File: config.mk
export PLATFORM = sky130hd
export DESIGN_NAME = rx_drain_ctrl
export DESIGN_NICKNAME = d
export VERILOG_FILES = /design/src/rtl/rx_pkg.sv /design/src/rtl/rx_skid2.sv /design/src/rtl/rx_drain_ctrl.sv
export SDC_FILE = /design/constraint.sdc
export NUM_CORES = 1
export LEC_CHECK = 0
export ABC_AREA = 1
export CELL_PAD_IN_SITES_DETAIL_PLACEMENT = 0
export CELL_PAD_IN_SITES_GLOBAL_PLACEMENT = 1
export CORE_MARGIN = 2
export CORE_UTILIZATION = 46
export CTS_CLUSTER_DIAMETER = 40
export CTS_CLUSTER_SIZE = 12
export DETAILED_ROUTE_END_ITERATION = 16
export DONT_BUFFER_PORTS = 1
export PLACE_DENSITY_LB_ADDON = 0.1
export SYNTH_ARGS = -nofsm -noshare
export SYNTH_HDL_FRONTEND = slang
export SYNTH_SLANG_ARGS = --single-unit
File: constraint.sdc
create_clock -name clk -period 3.1 [get_ports clk]
set_input_delay 0.775 -clock clk [delete_from_list [all_inputs] [get_ports clk]]
set_output_delay 0.775 -clock clk [all_outputs]
set_load 0.03 [all_outputs]
File: src/rtl/rx_pkg.sv
// Shared receive-path types: drain sequencer state encoding and default widths.
package rx_pkg;

  localparam int RX_DATA_WIDTH = 8;
  localparam int RX_ADDR_WIDTH = 2;

  typedef enum logic [1:0] {
    IDLE  = 2'd0,
    READ  = 2'd1,
    FLUSH = 2'd2,
    CSUM  = 2'd3
  } drain_state_e;

endpackage

File: src/rtl/rx_skid2.sv
// Two-entry skid buffer. An empty buffer passes push_data straight to head, and a
// simultaneous push and pop then leaves it empty.
module rx_skid2 #(
  parameter int W = 8
) (
  input  logic         clk,
  input  logic         rst_n,
  input  logic         push,
  input  logic [W-1:0] push_data,
  input  logic         pop,
  output logic [1:0]   count,
  output logic         valid,
  output logic [W-1:0] head
);

  logic [W-1:0] mem [2];
  logic         wr_ptr;
  logic         rd_ptr;
  logic [1:0]   count_q;
  logic         bypass;

  assign count  = count_q;
  assign valid  = (count_q != 2'd0) || push;
  assign head   = (count_q != 2'd0) ? mem[rd_ptr] : push_data;
  assign bypass = (count_q == 2'd0) && push && pop;

  always_ff @(posedge clk or negedge rst_n) begin
    if (!rst_n) begin
      wr_ptr  <= 1'b0;
      rd_ptr  <= 1'b0;
      count_q <= 2'd0;
    end else begin
      if (push && !bypass) wr_ptr <= ~wr_ptr;
      if (pop && !bypass)  rd_ptr <= ~rd_ptr;
      count_q <= count_q + {1'b0, push} - {1'b0, pop};
    end
  end

  // Storage carries no reset; occupancy is tracked by count_q alone.
  always_ff @(posedge clk) begin
    if (push && !bypass) mem[wr_ptr] <= push_data;
  end

  a_no_overflow: assert property (@(posedge clk) disable iff (!rst_n)
    !(push && !pop && count_q == 2'd2));

endmodule

File: src/rtl/rx_drain_ctrl.sv
// Receive RAM drain sequencer: reads a landed frame and streams it over valid/ready.
// Optional trailing XOR checksum beat when RX_DRAIN_CSUM_EN is defined.
// out_valid/out_ready: a beat transfers on a rising clk edge where both are high;
// once out_valid rises, it and out_data/out_last hold until that transfer.
module rx_drain_ctrl
  import rx_pkg::*;
#(
  parameter int DATA_WIDTH = RX_DATA_WIDTH,
  parameter int ADDR_WIDTH = RX_ADDR_WIDTH
) (
  input  logic                  clk,
  input  logic                  rst_n,
  input  logic                  frame_done,
  output logic                  ram_re,
  output logic [ADDR_WIDTH-1:0] ram_addr,
  input  logic [DATA_WIDTH-1:0] ram_q,
  output logic                  out_valid,
  input  logic                  out_ready,
  output logic [DATA_WIDTH-1:0] out_data,
  output logic                  out_last,
  output logic                  rx_hold,
  output logic                  drain_done,
  output logic                  overrun,
  output drain_state_e          dbg_state
);

  localparam int DEPTH = 2 ** ADDR_WIDTH;
  localparam logic [ADDR_WIDTH-1:0] LAST_ADDR = ADDR_WIDTH'(DEPTH - 1);

  drain_state_e          state, state_nxt;
  logic [ADDR_WIDTH-1:0] rd_ptr;
  logic [ADDR_WIDTH-1:0] beat_cnt;
  logic                  inflight;
  logic                  overrun_q;
  logic [1:0]            skid_count;
  logic                  skid_valid;
  logic [DATA_WIDTH-1:0] skid_head;
  logic                  skid_pop;
  logic [2:0]            occ_after;
  logic                  drained;

  rx_skid2 #(.W(DATA_WIDTH)) u_skid (
    .clk       (clk),
    .rst_n     (rst_n),
    .push      (inflight),
    .push_data (ram_q),
    .pop       (skid_pop),
    .count     (skid_count),
    .valid     (skid_valid),
    .head      (skid_head)
  );

  assign skid_pop = skid_valid && out_ready;
  // Credit counts the slot freed by a same-cycle pop so streaming sustains 1 byte/cycle.
  assign occ_after = {1'b0, skid_count} + {2'b00, inflight} - {2'b00, skid_pop};
  assign ram_re    = (state == READ) && (occ_after < 3'd2);
  assign ram_addr  = rd_ptr;
  assign drained   = (skid_count == 2'd0) && !inflight;
  assign rx_hold   = (state != IDLE);
  assign overrun   = overrun_q;
  assign dbg_state = state;

  always_comb begin
    state_nxt = state;
    unique case (state)
      IDLE:  if (frame_done) state_nxt = READ;
      READ:  if (ram_re && rd_ptr == LAST_ADDR) state_nxt = FLUSH;
`ifdef RX_DRAIN_CSUM_EN
      FLUSH: if (drained) state_nxt = CSUM;
      CSUM:  if (out_ready) state_nxt = IDLE;
`else
      FLUSH: if (drained) state_nxt = IDLE;
      CSUM:  state_nxt = IDLE;
`endif
      default: state_nxt = IDLE;
    endcase
  end

  always_ff @(posedge clk or negedge rst_n) begin
    if (!rst_n) begin
      state     <= IDLE;
      rd_ptr    <= '0;
      beat_cnt  <= '0;
      inflight  <= 1'b0;
      overrun_q <= 1'b0;
    end else begin
      state    <= state_nxt;
      inflight <= ram_re;
      if (ram_re) rd_ptr <= rd_ptr + ADDR_WIDTH'(1);
      if (state == IDLE && frame_done) beat_cnt <= '0;
      else if (skid_pop)               beat_cnt <= beat_cnt + ADDR_WIDTH'(1);
      if (frame_done && state != IDLE) overrun_q <= 1'b1;
    end
  end

`ifdef RX_DRAIN_CSUM_EN
  logic [DATA_WIDTH-1:0] csum_q;
  logic                  drain_done_q;

  always_ff @(posedge clk or negedge rst_n) begin
    if (!rst_n) begin
      csum_q       <= '0;
      drain_done_q <= 1'b0;
    end else begin
      if (state == IDLE && frame_done) csum_q <= '0;
      else if (skid_pop)               csum_q <= csum_q ^ skid_head;
      drain_done_q <= (state == CSUM) && out_ready;
    end
  end

  assign out_valid  = skid_valid || (state == CSUM);
  assign out_data   = (state == CSUM) ? csum_q : skid_head;
  assign out_last   = (state == CSUM);
  assign drain_done = drain_done_q;
`else
  assign out_valid  = skid_valid;
  assign out_data   = skid_head;
  assign out_last   = skid_valid && (beat_cnt == LAST_ADDR);
  // Last beat empties the pipe, so "drained in FLUSH" is exactly the cycle after it.
  assign drain_done = (state == FLUSH) && drained;
`endif

endmodule

Yosys cells after proc, flatten, opt, wreduce, memory -nomap -nowiden

Memory sizes are Yosys's and may differ from the RTL's.
Index checks and enable logic that the tools add are counted.

Register bits after elaboration: 12
Memory bits (writable): 16
Input bits: 12
Output and inout bits: 18
Word-level logic and storage cells: 56
Memories kept: 1

$add $sub $neg: 6
Order comparisons: 1
Equal/unequal tests: 8
Mux-type cells: 9
Bitwise logic cells: 2
Reductions and logical operators: 21

Memories:

| memory     | words | bits a word | read ports | clocked after Yosys merged registers in | wr ports | line           | source |
|---|---|---|---|---|---|---|---|
| u_skid.mem | 2     | 8           | 1          | 0                                       | 1        | rx_skid2.sv:16 | `logic [W-1:0] mem [2];` |

Operators by type and width:

| cell                                                | number |
|---|---|
| logical AND 1 bit                                   | 12 |
| two-way mux 2 bit                                   | 5 |
| == test 2 bit (second input constant)               | 4 |
| two-way mux 8 bit                                   | 1 |
| case mux 2 bit (4 select lines)                     | 1 |
| nonzero test 2 bit                                  | 3 |
| adder 2 x 1 -> 2 bit (second input constant)        | 2 |
| zero test 2 bit                                     | 2 |
| != test 2 bit (second input constant)               | 2 |
| adder 2 x 1 -> 3 bit                                | 1 |
| < comparator 3 x 2 -> 1 bit (second input constant) | 1 |
| AND reduction 3 bit                                 | 1 |
| subtractor 3 x 1 -> 3 bit                           | 1 |
| adder 2 x 1 -> 2 bit                                | 1 |
| == test 2 x 1 -> 1 bit (second input constant)      | 1 |
| zero test 1 bit                                     | 2 |
| two-way mux 1 bit                                   | 2 |
| != test 2 x 1 -> 1 bit (second input constant)      | 1 |
| NOT 1 bit                                           | 2 |
| subtractor 2 x 1 -> 2 bit                           | 1 |
| logical OR 1 bit                                    | 1 |

Longest topological paths before layout

Depth in word-level cells: 9
Depth in mapped cells: 15
Mapped depth without buffers: 15

Modules after synthesis

Synthesis repeated with hierarchy kept, for this count alone.

Cells, all modules: 153
Area total of the unflattened synthesis: 1378.8 um^2

By module, submodules not included:

| module        | instances | cells an instance | area each (um^2) | seq. area each (um^2) |
|---|---|---|---|---|
| rx_skid2      | 1         | 97                | 920.9            | 580.6 |
| rx_drain_ctrl | 1         | 56                | 457.9            | 200.2 |

Worst setup path before layout

Ideal clock, no wire load.

Kind: input-to-output
From: input out_ready
To: output ram_re
Arrival: 2.151 ns
Data required time: 2.325 ns
Slack: 0.174 ns
Cell stages on the path: 9
Path buffers: 0
Path through: nand2_2 inv_1 ha_1 inv_1 ha_1 fa_1 nor2_2 nand2_2 inv_2

Longest elaborated chain between the ends: 4

RTL lines:

| item                        | line                | source |
|---|---|---|
| start, declared             | rx_drain_ctrl.sv:18 | `input logic out_ready,` |
| logical AND 1 bit           | rx_drain_ctrl.sv:53 | `assign skid_pop = skid_valid && out_ready;` |
| subtractor 3 x 1 -> 3 bit   | rx_drain_ctrl.sv:55 | `assign occ_after = {1'b0, skid_count} + {2'b00, inflight} - {2'b00, skid_pop};` |
| net occ_after[1]            | rx_drain_ctrl.sv:39 | `logic [2:0] occ_after;` |
| < comparator 3 x 2 -> 1 bit | rx_drain_ctrl.sv:56 | `assign ram_re = (state == READ) && (occ_after < 3'd2);` |
| logical AND 1 bit           | rx_drain_ctrl.sv:56 |  |
| end, declared               | rx_drain_ctrl.sv:14 | `output logic ram_re,` |

The timed path passes the listed nets, and every way through them passes these cells.

Worst setup path after layout

From: register u_skid.count_q[0], in the netlist u_skid.count[0]
To: output ram_re

Longest elaborated chain between the ends: 6
Elaborated cells between the ends (all ways): 7
Those cells by class: add/sub (2); order compare (1); reduce/logical (4)

RTL lines:

| item                                                                         | line                | source |
|---|---|---|
| start, declared                                                              | rx_skid2.sv:19      | `logic [1:0] count_q;` |
| start signal, assigned                                                       | rx_skid2.sv:35      | `count_q <= count_q + {1'b0, push} - {1'b0, pop};` |
| parallel branches: the longest is 3 deep, another holds adder 2 x 1 -> 3 bit | n/a                 |  |
| subtractor 3 x 1 -> 3 bit *                                                  | rx_drain_ctrl.sv:55 |  |
| net occ_after[1]                                                             | rx_drain_ctrl.sv:39 |  |
| < comparator 3 x 2 -> 1 bit *                                                | rx_drain_ctrl.sv:56 |  |
| logical AND 1 bit *                                                          | rx_drain_ctrl.sv:56 |  |

Mark *: on every way through the listed nets, which the timed path passes.

==> impl_metrics.csv <==
group,metric,value,unit
status,status,"complete, no violations",
synth,ys_seq_area_share,61.4,%
synth,synth_flop_cell,"edfxtp_1",
cells_and_area,layout.cells.non_filler,165,
place,gp_congestion,0.667,
clocking,cts_sinks,28,
synth,synthCells,124,
setup_path,worst-endpoint-required,2.32,ns
setup_path,critPathSlowestCell,"fa_1",
setup_path,crit_buf_inv,3,
cells_and_area,drive_gt1_share,19.4,%
synth,ys_warn_count,0,
floorplanning,die_area,3200,um^2
floorplanning,initial_core_util,47.4,%
setup_path,arrival,2.29,ns
sta,worst_slew_pin_slew,0.650,ns
sta,fin_skew,0.00656,ns
global_route,grt-ovfl-total,0,
clocking,tritoncts.num_buffers,3,
sta,rsz0062_at_grt,"true",
setup_path,cp_cell_sequence,"nor2_4 > nand2_2 > nand2_2 > inv_2 > ha_4 > inv_2 > ha_4 > fa_1 > nor2_2 > nand2_2 > clkinv_4",
synth,syn-cell-area,1270,um^2
setup_path,critPathTopFamily,"adder cells",
synth,avgSynthCellArea,10.3,um^2
clocking,cts.path.max_buffers,2,
sta,fin_crit,3.07,ns
sta,finalHoldViolCount,0,
cells_and_area,nFillCells,254,
detailed_routing,via_count,852,
sta,clock.fmax,326,MHz
run,max-cap-violations,0,
detailed_routing,wl_per_cell,14.2,um
cells_and_area,diodes,0,
cells_and_area,area_delta_synth_final,10.9,%
setup_path,crit_fanout,4,
clocking,cts_tree,"built",
synth,ys_top_cells_by_area,"edfxtp_1, dfrtp_1, nand2_1, a21oi_1, ha_1",
sta,setup_ws,0.0303,ns
cells_and_area,fin_nets,152,
clocking,insertion_delay,0.32,ns
place,dp_slack,0.0888,ns
clocking,htree_levels,1,
power,p_leak,0.622,nW
sta,slew_violations,0,
power,ir_drop,0.000670,V
detailed_routing,via_per_inst,5.16,
worst_hold_path,hold_path.class,"primary input to async pin",
clocking,cts_root_buf,"clkbuf_4",
setup_path,max_stage_delay,0.47,ns
global_route,grt_pass1_wl,4020,um
synth,yosys.area.top_type,"edfxtp_1",
synth,synth_edf_count,16,
floorplanning,ios,30,
detailed_routing,drc,0,
setup_path,cp-start-kind,"flop",
detailed_routing,firstDrtPassIters,3,
setup_path,path_class,"flop to primary output",
setup_path,cp_common_cell,"nand2_2",
detailed_routing,drt_iter0_drc,30,
power,powerDensity,1110,nW/um^2
sta,slew_headroom,56.5,%
place,io_buffers,0,
floorplanning,chipHeight,56.6,um
sta,fin_tns_setup,0,ns
clocking,clk_pin_slew,0.15,ns
sta,setup_viol,0,
clocking,cts_hold_buf,0,
floorplanning,core_area,2690,um^2
detailed_routing,ant_nets,0,
place,placedCellCount,157,
synth,async_flop_share,42.9,%
place,dp_hpwl,1730,um
setup_path,cp-end-kind,"primary output",
global_route,antenna_found_initial,0,
synth,synth_nets,141,
synth,yosysUniqueCellTypes,21,
global_route,grt_max_degree,16,
floorplanning,rows,19,
floorplanning,dieWidth,56.6,um
synth,ys_ff_latch,28,
global_route,grt_pass1_vias,904,
synth,netlist.area_leader.share,37.8,%
detailed_routing,routed_wl,2340,um
sta,fin_crit_sh,99.0,%
global_route,grt_usage,16.5,%
setup_path,ff2ff_setup_slack,0.88,ns
sta,hold_ws,0.124,ns
-- metrics by stage --
stage	total power, mW	cell area (um^2)	utilization, %
CTS	1.59	1410	52.4
finish	1.57	1410	52.5
floorplan	1.23	1270	-
global placement	1.34	1330	49.3
detailed placement	1.37	1330	49.3
global route	1.70	1410	52.5
-- layout by cell type (no fill, tap or decap), types with 2 or more instances in the layout --
cell type | netlist | layout
nor2_1 | 11 | 11
ha_4 | 0 | 2
dfrtp_1 | 12 | 12
inv_2 | 4 | 5
nand2_2 | 4 | 4
nand3_1 | 4 | 4
buf_4 | 0 | 8
nand2_1 | 28 | 28
nand4_1 | 2 | 2
edfxtp_1 | 16 | 16
clkbuf_4 | 0 | 3
inv_1 | 13 | 11
a21oi_1 | 16 | 16
ha_1 | 4 | 2
-- Yosys cell counts (2+ instances only) --
master / instances
nand2_1: 28
a21oi_1: 16
edfxtp_1: 16
inv_1: 13
dfrtp_1: 12
nor2_1: 11
ha_1: 4
inv_2: 4
nand2_2: 4
nand3_1: 4
nand4_1: 2
-- what timing repair did --
action | in CTS | in global routing
setup buffers | 4 | 0
cloned | 0 | 0
resized for setup | 6 | 1
pin swaps | 6 | 5
endpoints found under the setup margin | 1 | 1
-- worst register-to-register path, stage by stage (launching register included) --
cell and delay [ns]:
dfrtp_1 0.44, nor2_4 0.13, nand2_2 0.06, nand2_2 0.07
inv_2 0.05, ha_4 0.25, inv_2 0.04, ha_4 0.14
fa_1 0.47, nor2_2 0.15, nand2_2 0.09, buf_4 0.14
nand2_1 0.05, nand2_1 0.06
-- registers in the layout, indices dropped and copies added (netlist names) --
| signal | cells |
|---|---|
| beat_cnt | 2 |
| dbg_state | 2 |
| inflight | 1 |
| overrun | 1 |
| ram_addr | 2 |
| u_skid.count | 2 |
| u_skid.mem | 16 |
| u_skid.rd_ptr | 1 |
| u_skid.wr_ptr | 1 |
-- layout make-up --
type	count	area, um^2	share of cell area [%]
multi-input cells	77	437	30.9
clock inverters	1	3.75	0.266
inverters	17	68.8	4.88
repair buffers	8	60.1	4.26
flip-flops and latches	28	781	55.3
clock buffers	3	22.5	1.60
well taps	31	38.8	2.75
-- cells by family after synthesis --
family | share of synthesized area [%]
adders and majority gates | 5.51
and+or+nand+nor | 18.7
DFF | 61.4
xor gates and xnor gates | 0.688
AOI/OAI and AO/OA | 7.47
buffers and inverters | 6.29
-- report_power, final --
part | internal (mW) | switching, mW | total [mW]
clock | 0.0471 | 0.101 | 0.148
combinational | 0.238 | 0.566 | 0.804
sequential | 0.497 | 0.117 | 0.614
total | 0.782 | 0.784 | 1.57
-- path summary, 6_finish.rpt --
| path | depth (start not counted) | to | startpoint |
|---|---|---|---|
| min in group clk | 2 | u_skid.wr_ptr | u_skid.wr_ptr |
| max reg2reg | 13 | ram_addr[1] | u_skid.count[0] |
| min reg2reg | 2 | u_skid.wr_ptr | u_skid.wr_ptr |
| max | 11 | ram_re | u_skid.count[0] |
| min | 0 | dbg_state[1] | rst_n |
| max in group asynchronous | 0 | u_skid.wr_ptr | rst_n |
-- metal layers --
layer	share of wire [%]	GRT usage [%]	vias to the layer above
met1	41	19.6	410
met2	54	29.4	13
met3	4.0	3.00	2
met4	0.90	6.12	0
li1	-	-	427
met5	0	0	-
Power figures use the tool's default switching activity.
